**config.mk**
```make
export PLATFORM = sky130hd
export DESIGN_NAME = qpi_seq_ctrl
export DESIGN_NICKNAME = d
export VERILOG_FILES = /design/src/rtl/qpi_seq_ctrl.sv
export SDC_FILE = /design/constraint.sdc
export NUM_CORES = 1
export LEC_CHECK = 0
export CAP_MARGIN = 20
export CORE_ASPECT_RATIO = 1.5
export CORE_UTILIZATION = 30
export CTS_CLUSTER_SIZE = 30
export DETAILED_ROUTE_END_ITERATION = 12
export DONT_BUFFER_PORTS = 1
export GPL_TIMING_DRIVEN = 0
export PLACE_DENSITY = 0.41
export SLEW_MARGIN = 10
export SYNTH_ARGS = -nofsm -noshare
export SYNTH_HDL_FRONTEND = slang
export SYNTH_SLANG_ARGS = --single-unit
```
**constraint.sdc**
```tcl
create_clock -name clk -period 4.9 [get_ports clk]
set_input_delay 0.49 -clock clk [delete_from_list [all_inputs] [get_ports clk]]
set_output_delay 0.49 -clock clk [all_outputs]
set_load 0.02 [all_outputs]
```
**src/rtl/qpi_seq_ctrl.sv**
```systemverilog
// qpi_seq_ctrl: sequences cmd/addr/dummy/data phases onto the 2x-clocked iCE40 QPI PHY,
// stalling SCK on late write data and realigning captured read bytes.
module qpi_seq_ctrl #(
    parameter int N_CS         = 2,
    parameter int LEN_WIDTH    = 8,
    parameter int PHY_RD_DELAY = 3,
    parameter int CS_HOLD      = 2,
    parameter int CS_IDLE      = 2
) (
    input  logic                 clk,
    input  logic                 rst_n,
    input  logic                 req_valid,
    output logic                 req_ready,
    input  logic [7:0]           req_cmd,
    input  logic [23:0]          req_addr,
    input  logic                 req_has_addr,
    input  logic [3:0]           req_dummy,
    input  logic                 req_write,
    input  logic [LEN_WIDTH-1:0] req_len,
    input  logic [N_CS-1:0]      req_cs_sel,
    input  logic [7:0]           wdata,
    input  logic                 wvalid,
    output logic                 wready,
    output logic [7:0]           rdata,
    output logic                 rvalid,
    output logic                 rlast,
    output logic                 done,
    output logic [7:0]           phy_io_o,
    output logic [3:0]           phy_io_oe,
    input  logic [7:0]           phy_io_i,
    output logic [1:0]           phy_clk_o,
    output logic [N_CS-1:0]      phy_cs_o
);
    localparam int HOLD_LEN = CS_HOLD > PHY_RD_DELAY ? CS_HOLD : PHY_RD_DELAY;

    typedef enum logic [2:0] {IDLE, CMD, ADDR, DUMMY, DATA, HOLD, GAP} state_t;

    state_t                state, after_hdr;
    logic [7:0]            cmd_q, io_q, cnt, hdr_cnt, out_byte;
    logic [23:0]           addr_q;
    logic                  has_addr_q, wr_q, rd_act, wr_act, last_byte;
    logic [3:0]            dummy_q;
    logic [LEN_WIDTH-1:0]  len_q, len_cnt;
    logic [N_CS-1:0]       cs_q;
    logic [PHY_RD_DELAY-1:0] tag, last_tag;

    function automatic logic [7:0] swz(input logic [7:0] b);
        return {b[7], b[3], b[6], b[2], b[5], b[1], b[4], b[0]};
    endfunction

    function automatic logic [7:0] deswz(input logic [7:0] i);
        return {i[7], i[5], i[3], i[1], i[6], i[4], i[2], i[0]};
    endfunction

    always_comb begin
        rd_act    = state == DATA && !wr_q;
        wr_act    = state == DATA && wr_q && wvalid;
        last_byte = len_cnt == LEN_WIDTH'(1);
        after_hdr = dummy_q != 4'd0 ? DUMMY : len_q != '0 ? DATA : HOLD;
        hdr_cnt   = dummy_q != 4'd0 ? {4'd0, dummy_q - 4'd1} : 8'(HOLD_LEN - 1);
        out_byte  = state == CMD ? cmd_q : state == ADDR ? addr_q[23:16] : wdata;
        // a stalled write cycle keeps the previous byte on the pads
        phy_io_o  = (state == CMD || state == ADDR || wr_act) ? swz(out_byte) :
                    (state == DATA && wr_q) ? io_q : 8'h00;
        phy_io_oe = (state == CMD || state == ADDR || (state == DATA && wr_q)) ? 4'hF : 4'h0;
        phy_clk_o = {1'b0, state == CMD || state == ADDR || state == DUMMY || rd_act || wr_act};
        phy_cs_o  = (state == IDLE || state == GAP) ? '1 : ~cs_q;
        wready    = state == DATA && wr_q;
        done      = state == GAP && cnt == 8'd0;
        rvalid    = tag[PHY_RD_DELAY-1];
        rlast     = last_tag[PHY_RD_DELAY-1];
        rdata     = rvalid ? deswz(phy_io_i) : 8'h00;
    end

    always_ff @(posedge clk) begin
        if (!rst_n) begin
            state     <= IDLE;
            req_ready <= 1'b0;
            cnt       <= '0;
            len_cnt   <= '0;
            io_q      <= '0;
            tag       <= '0;
            last_tag  <= '0;
        end else begin
            io_q     <= phy_io_o;
            tag      <= (tag << 1) | PHY_RD_DELAY'(rd_act);
            last_tag <= (last_tag << 1) | PHY_RD_DELAY'(rd_act && last_byte);
            case (state)
                IDLE: begin
                    req_ready <= !(req_valid && req_ready);
                    if (req_valid && req_ready) begin
                        state      <= CMD;
                        cmd_q      <= req_cmd;
                        addr_q     <= req_addr;
                        has_addr_q <= req_has_addr;
                        dummy_q    <= req_dummy;
                        wr_q       <= req_write;
                        len_q      <= req_len;
                        len_cnt    <= req_len;
                        cs_q       <= req_cs_sel;
                    end
                end
                CMD: begin
                    state <= has_addr_q ? ADDR : after_hdr;
                    cnt   <= has_addr_q ? 8'd2 : hdr_cnt;
                end
                ADDR: begin
                    addr_q <= addr_q << 8;
                    cnt    <= cnt - 8'd1;
                    if (cnt == 8'd0) begin
                        state <= after_hdr;
                        cnt   <= hdr_cnt;
                    end
                end
                DUMMY: begin
                    cnt <= cnt - 8'd1;
                    if (cnt == 8'd0) begin
                        state <= len_q != '0 ? DATA : HOLD;
                        cnt   <= 8'(HOLD_LEN - 1);
                    end
                end
                DATA: begin
                    if (rd_act || wr_act) begin
                        len_cnt <= len_cnt - LEN_WIDTH'(1);
                        if (last_byte) begin
                            state <= HOLD;
                            cnt   <= 8'(HOLD_LEN - 1);
                        end
                    end
                end
                HOLD: begin
                    cnt <= cnt - 8'd1;
                    if (cnt == 8'd0) begin
                        state <= GAP;
                        cnt   <= 8'(CS_IDLE - 1);
                    end
                end
                GAP: begin
                    cnt <= cnt - 8'd1;
                    if (cnt == 8'd0) begin
                        state     <= IDLE;
                        req_ready <= 1'b1;
                    end
                end
                default: state <= IDLE;
            endcase
        end
    end
endmodule

```
==> out/qor.yml, run 1 <==
synth_area_leaders: "edfxtp_1 (34%), dfxtp_1 (16%), nand2_1 (7.5%), nor2_1 (4.0%), and2_1 (3.4%)"
fin_worst_skew_ns: 0.005123
firstDrtPassIters: 4
cts_setup_buffers: 0
synth_top_cell_area_share: 0.3436
final_nets: 547
coreArea_um2: 13600
synthArstFlopShare: 0
multiInputGateArea_um2: 1893
dp_slack_ns: 1.632
static-leakage-power_nw: 1.777
fmax_mhz: 277.8
rsz0062_at_grt: "no"
grt_pass1_wl_um: 17480
post_cts_resized: 0
diodes: 0
crit_chain: "clkbuf_1 > clkbuf_1 > or3_1 > clkbuf_1 > clkbuf_1 > o21ai_0 > buf_4"
ctsHoldBuffers: 0
synth_edf_count: 48
drive_above_1_share: 0.08787
io_pins: 97
cts_buffers: 9
placement.io_buffers: 0
ys_warn_count: 0
tightest_slew_ns: 1.000
avgSynthCellArea_um2: 9.200
initial_core_util: 0.3085
worstSetupPathType: "register to primary output"
clockBufferDepth: 2
slowest_delay_ns: 0.49
hpwl_um: 8482
clk_latency_ns: 0.34
vias: 3313
crit_path_end_kind: "primary output"
yosys.area.top_type: "edfxtp_1"
drtIter0Drc: 167
syn_to_final_growth_pct: 13.09
slew_violations: 0
setup_viol: 0
finalWeightedCongestion: 0.8084
relSlewSlack: 0.3263
rows: 52
critPathArrivalTime_ns: 3.11
htree_levels: 3
overflow: 0
finalCritPeriodShare: 0.7347
cts_root_buf: "clkbuf_16"
route.detailed.drc: 0
max_cap_violations: 0
power_density_nw_per_um2: 617.6
wl_per_cell_um: 17.66
startpoint_type: "register"
cts_tree: "yes"
grt_pass1_vias: 3253
finalInstanceArea_um2: 4745
die-area_um2: 14470
final_common_cell: "nand2_1"
gr-usage-all-layers: 0.1594
crit_slowest_cell: "o21ai_0"
finalWorstSetupSlack_ns: 1.300
grt_max_degree: 17
hold_path_class: "primary input to register"
antenna_found_initial: 0
place_area_um2: 4453
yosysSeqAreaShare: 0.5058
die_x_um: 98.56
cp.required_ns: 4.41
regArea_um2: 2122
clkSinkCount: 82
die_h_um: 146.8
syn_inst: 456
crit_path_max_fanout: 10
via_per_inst: 5.177
post_synth_num_cell_types: 55
syn_area_um2: 4195
finalHoldViolations: 0
path_clk_slew_ns: 0.07
status: "completed"
wirelength_um: 11300
synth-seq-cells: 82
yosys_most_used_dff: "edfxtp_1"
fillers: 1397
crit_path_frequent_cell: "clkbuf_1"
drtAntennaViolNets: 0
vdd_drop_max_v: 0.0001781
final_cell_mix: "nand2_1 (84), edfxtp_1 (48), nor2_1 (44), dfxtp_1 (34), a21oi_1 (27)"
synthesis.nets: 530
finalCriticalPeriod_ns: 3.600
[synthesized netlist by cell type (2+ instances only)]
cell and n:
o32ai_1 2, nor3_1 11, nand2_1 84, nor4_1 4
inv_1 14, nand3b_1 3, mux2i_1 10, o21ai_0 17
ha_1 6, clkbuf_1 20, dfxtp_1 34, a211oi_1 3
a31o_2 2, o21a_1 3, nor3b_1 4, buf_2 4
a311oi_1 2, o211a_1 3, o22ai_1 5, buf_4 4
buf_1 2, o211ai_1 10, edfxtp_1 48, a21oi_1 27
xnor2_1 2, nand2b_1 2, nor2b_1 16, nand3_1 5
o221ai_1 8, and2_1 23, or3_1 4, o31ai_1 2
and3_1 5, o221a_2 2, nor2_1 45
[report_power, final]
group | switching, mW | leakage (nW) | internal [mW] | total (mW)
clock network | 0.307 | 0.134 | 0.352 | 0.658
registers | 0.0823 | 0.715 | 0.884 | 0.967
logic | 0.852 | 0.928 | 0.454 | 1.31
[worst paths after layout]
path / startpoint / end / slack [ns] / cells past startpoint
max reg2reg: state[0] / io_q[7] / 2.21 / 7
min reg2reg: tag[1] / tag[2] / 0.43 / 1
min: req_cmd[3] / cmd_q[3] / 0.24 / 0
max: state[0] / phy_io_oe[1] / 1.30 / 7
[critical path, delay by kind of cell (launching register included)]
kind	cells	cell delay, ns
compound gates	1	0.49
buf+inv	5	1.77
flops	1	0.30
simple gates	1	0.19
[layout make-up]
type | count | share of cell area
clock buffers | 9 | 0.04747
flip-flops and latches | 82 | 0.4473
well taps | 162 | 0.04272
multi-input cells | 329 | 0.3990
plain buffers | 30 | 0.02795
clock inverters | 7 | 0.01292
inverters | 15 | 0.01187
repair buffers | 6 | 0.01081
[metrics by stage]
step                hold WS [ns]  total power, mW  utilization  setup TNS [ns]  instances
finish                    0.2407            2.930       0.3489               0        640
global route              0.2280            3.134       0.3489               0        640
CTS                       0.2295            2.955       0.3485               0        639
detailed placement        0.4192            2.289       0.3275               0        623
global placement          0.4192            2.265       0.3234          -12.69        618
floorplan                 0.4119            1.969            -               0        456
[flip-flops by register name (all words and copies together) (netlist names)]
signal and count:
addr_q 24, cmd_q 8, cnt 8, io_q 8, len_cnt 8, len_q 8, dummy_q 4, last_tag 3
state 3, tag 3, cs_q 2, has_addr_q 1, req_ready 1, wr_q 1
[routing by layer]
layer	wire, µm	vias up	global-route usage
li1	-	1650	-
met1	4594	1555	0.1797
met2	5879	91	0.2912
met3	638	17	0.03901
met4	191	0	0.05299
met5	0	-	0
[cells by family (layout without fill, tap and decap cells)]
kind of cell             after synthesis  count (layout)  share of synthesized area
other                                  1               1                  0.0008939
adder cells (fa/ha/maj)                6               6                    0.01789
flip-flops                            82              82                     0.5058
AND/OR/NAND/NOR                      211             211                     0.2389
XOR/XNOR                               2               2                   0.004176
buffers and inverters                 45              67                    0.04503
multiplexers                          10              10                    0.02386
AO/OA/AOI/OAI                         99              99                     0.1634
Power figures use the tool's default switching activity.
==> run 2: changes to the inputs <==
--- a/config.mk
+++ b/config.mk
@@ -12,7 +12,7 @@
 export DETAILED_ROUTE_END_ITERATION = 12
 export DONT_BUFFER_PORTS = 1
 export GPL_TIMING_DRIVEN = 0
-export PLACE_DENSITY = 0.41
+export PLACE_DENSITY = 0.42
 export SLEW_MARGIN = 10
 export SYNTH_ARGS = -nofsm -noshare
 export SYNTH_HDL_FRONTEND = slang
==> constraint.sdc (replaced) <==
create_clock -name clk -period 3.3 [get_ports clk]
set_input_delay 0.33 -clock clk [delete_from_list [all_inputs] [get_ports clk]]
set_output_delay 0.33 -clock clk [all_outputs]
set_load 0.02 [all_outputs]
==> out/qor.yml, run 2 (same netlist as run 1, synthesis figures left out) <==
max_cap_violations: 0
grt_max_degree: 17
power_density_nw_per_um2: 926.0
syn_to_final_growth_pct: 13.72
cp.required_ns: 2.97
relSlewSlack: 0.4990
critPathArrivalTime_ns: 2.70
diodes: 0
path_clk_slew_ns: 0.07
slowest_delay_ns: 0.47
cp_num_buf_inv: 4
hpwl_um: 8397
crit_family: "buffers and inverters"
grt_pass1_wl_um: 17660
final_nets: 544
finalCritPeriodShare: 0.9168
finalPower_mw: 4.418
vias: 3306
placement.io_buffers: 0
finalCriticalPeriod_ns: 3.025
slew_violations: 0
worstSetupPathType: "register to primary output"
firstDrtPassIters: 7
overflow: 0
die_h_um: 146.8
fmax_mhz: 330.5
crit_path_end_kind: "primary output"
route.detailed.drc: 0
top_register: "addr_q"
cts_tree: "yes"
tightest_slew_ns: 0.7436
cts_root_buf: "clkbuf_16"
via_per_inst: 5.190
htree_levels: 3
wirelength_um: 11180
drtAntennaViolNets: 0
fin_worst_skew_ns: 0.005966
status: "completed"
fin_tns_setup_ns: 0
die_x_um: 98.56
static-leakage-power_nw: 1.783
die-area_um2: 14470
startpoint_type: "register"
coreArea_um2: 13600
final_common_cell: "nand2_1"
drtIter0Drc: 227
finalWeightedCongestion: 0.8070
fillers: 1399
rows: 52
vdd_drop_max_v: 0.0005316
setup_viol: 0
grt_pass1_vias: 3284
largest_reg_flops: 24
finalInstanceArea_um2: 4771
antenna_found_initial: 0
crit_chain: "clkinv_1 > or3_1 > clkbuf_1 > clkbuf_2 > o21ai_1 > buf_4"
hold_path_class: "primary input to register"
wl_per_cell_um: 17.55
clk_latency_ns: 0.34
cts_buffers: 9
gr-usage-all-layers: 0.1592
clockBufferDepth: 2
rsz0062_at_grt: "no"
crit_slowest_cell: "or3_1"
clkSinkCount: 82
place_area_um2: 4453
final_cell_mix: "nand2_1 (84), edfxtp_1 (48), nor2_1 (43), dfxtp_1 (34), a21oi_1 (27)"
initial_core_util: 0.3085
drive_above_1_share: 0.09053
crit_path_max_fanout: 10
io_pins: 97
finalHoldViolations: 0
ctsHoldBuffers: 0
reg2reg_slack_ns: 0.75
[run 2: cell types whose count changed in the layout (fill, tap and decap cells not counted), moves of 2 or more]
| cell | change |
|---|---|
| buf_2 | -2 |
| buf_4 | -2 |
| clkbuf_1 | -2 |
| clkbuf_2 | +2 |
| clkinv_4 | -2 |
[run 2: layout make-up]
cell class,instances,area [µm²],share of cell area
plain buffers,30,135.1,0.02832
clock buffers,9,225.2,0.04721
clock inverters,7,82.58,0.01731
inverters,15,56.30,0.01180
multi-input cells,329,1909,0.4002
flip-flops and latches,82,2122,0.4448
well taps,162,202.7,0.04249
repair buffers,3,37.54,0.007868
[run 2: path summary, 6_finish.rpt]
| kind | start | endpoint | depth (start not counted) |
|---|---|---|---|
| worst max-delay path | state[1] | phy_io_oe[2] | 6 |
| worst min-delay path | req_cmd[3] | cmd_q[3] | 0 |
| worst max register to register | state[0] | io_q[0] | 7 |
| worst min register to register | last_tag[1] | last_tag[2] | 1 |
[run 2: report_power, final]
group	switching (mW)	leakage (nW)	internal (mW)
sequential	0.121	0.715	1.31
combinational	1.26	0.923	0.674
clock	0.453	0.145	0.599
[run 2: through the flow]
stage,utilization,hold slack (ns),worst slack (ns),cells
after floorplan,-,0.4119,0.4362,456
after global placement,0.3239,0.4233,-0.5947,618
after detailed placement,0.3275,0.4289,0.2016,621
after CTS,0.3502,0.06932,0.08996,637
after global routing,0.3508,0.06753,0.05195,637
final,0.3508,0.07898,0.2745,637
[run 2: repair_timing]
item | 4_1_cts | 5_1_grt
endpoints found under the setup margin | 3 | 11
buffers inserted | 0 | 0
resized for setup | 2 | 3
[run 2: layer usage]
layer | vias to the layer above | GRT usage | routed length [µm]
li1 | 1640 | - | -
met1 | 1555 | 0.1858 | 4461
met2 | 96 | 0.2817 | 5893
met3 | 15 | 0.03758 | 631
met4 | 0 | 0.05896 | 197
met5 | - | 0 | 0
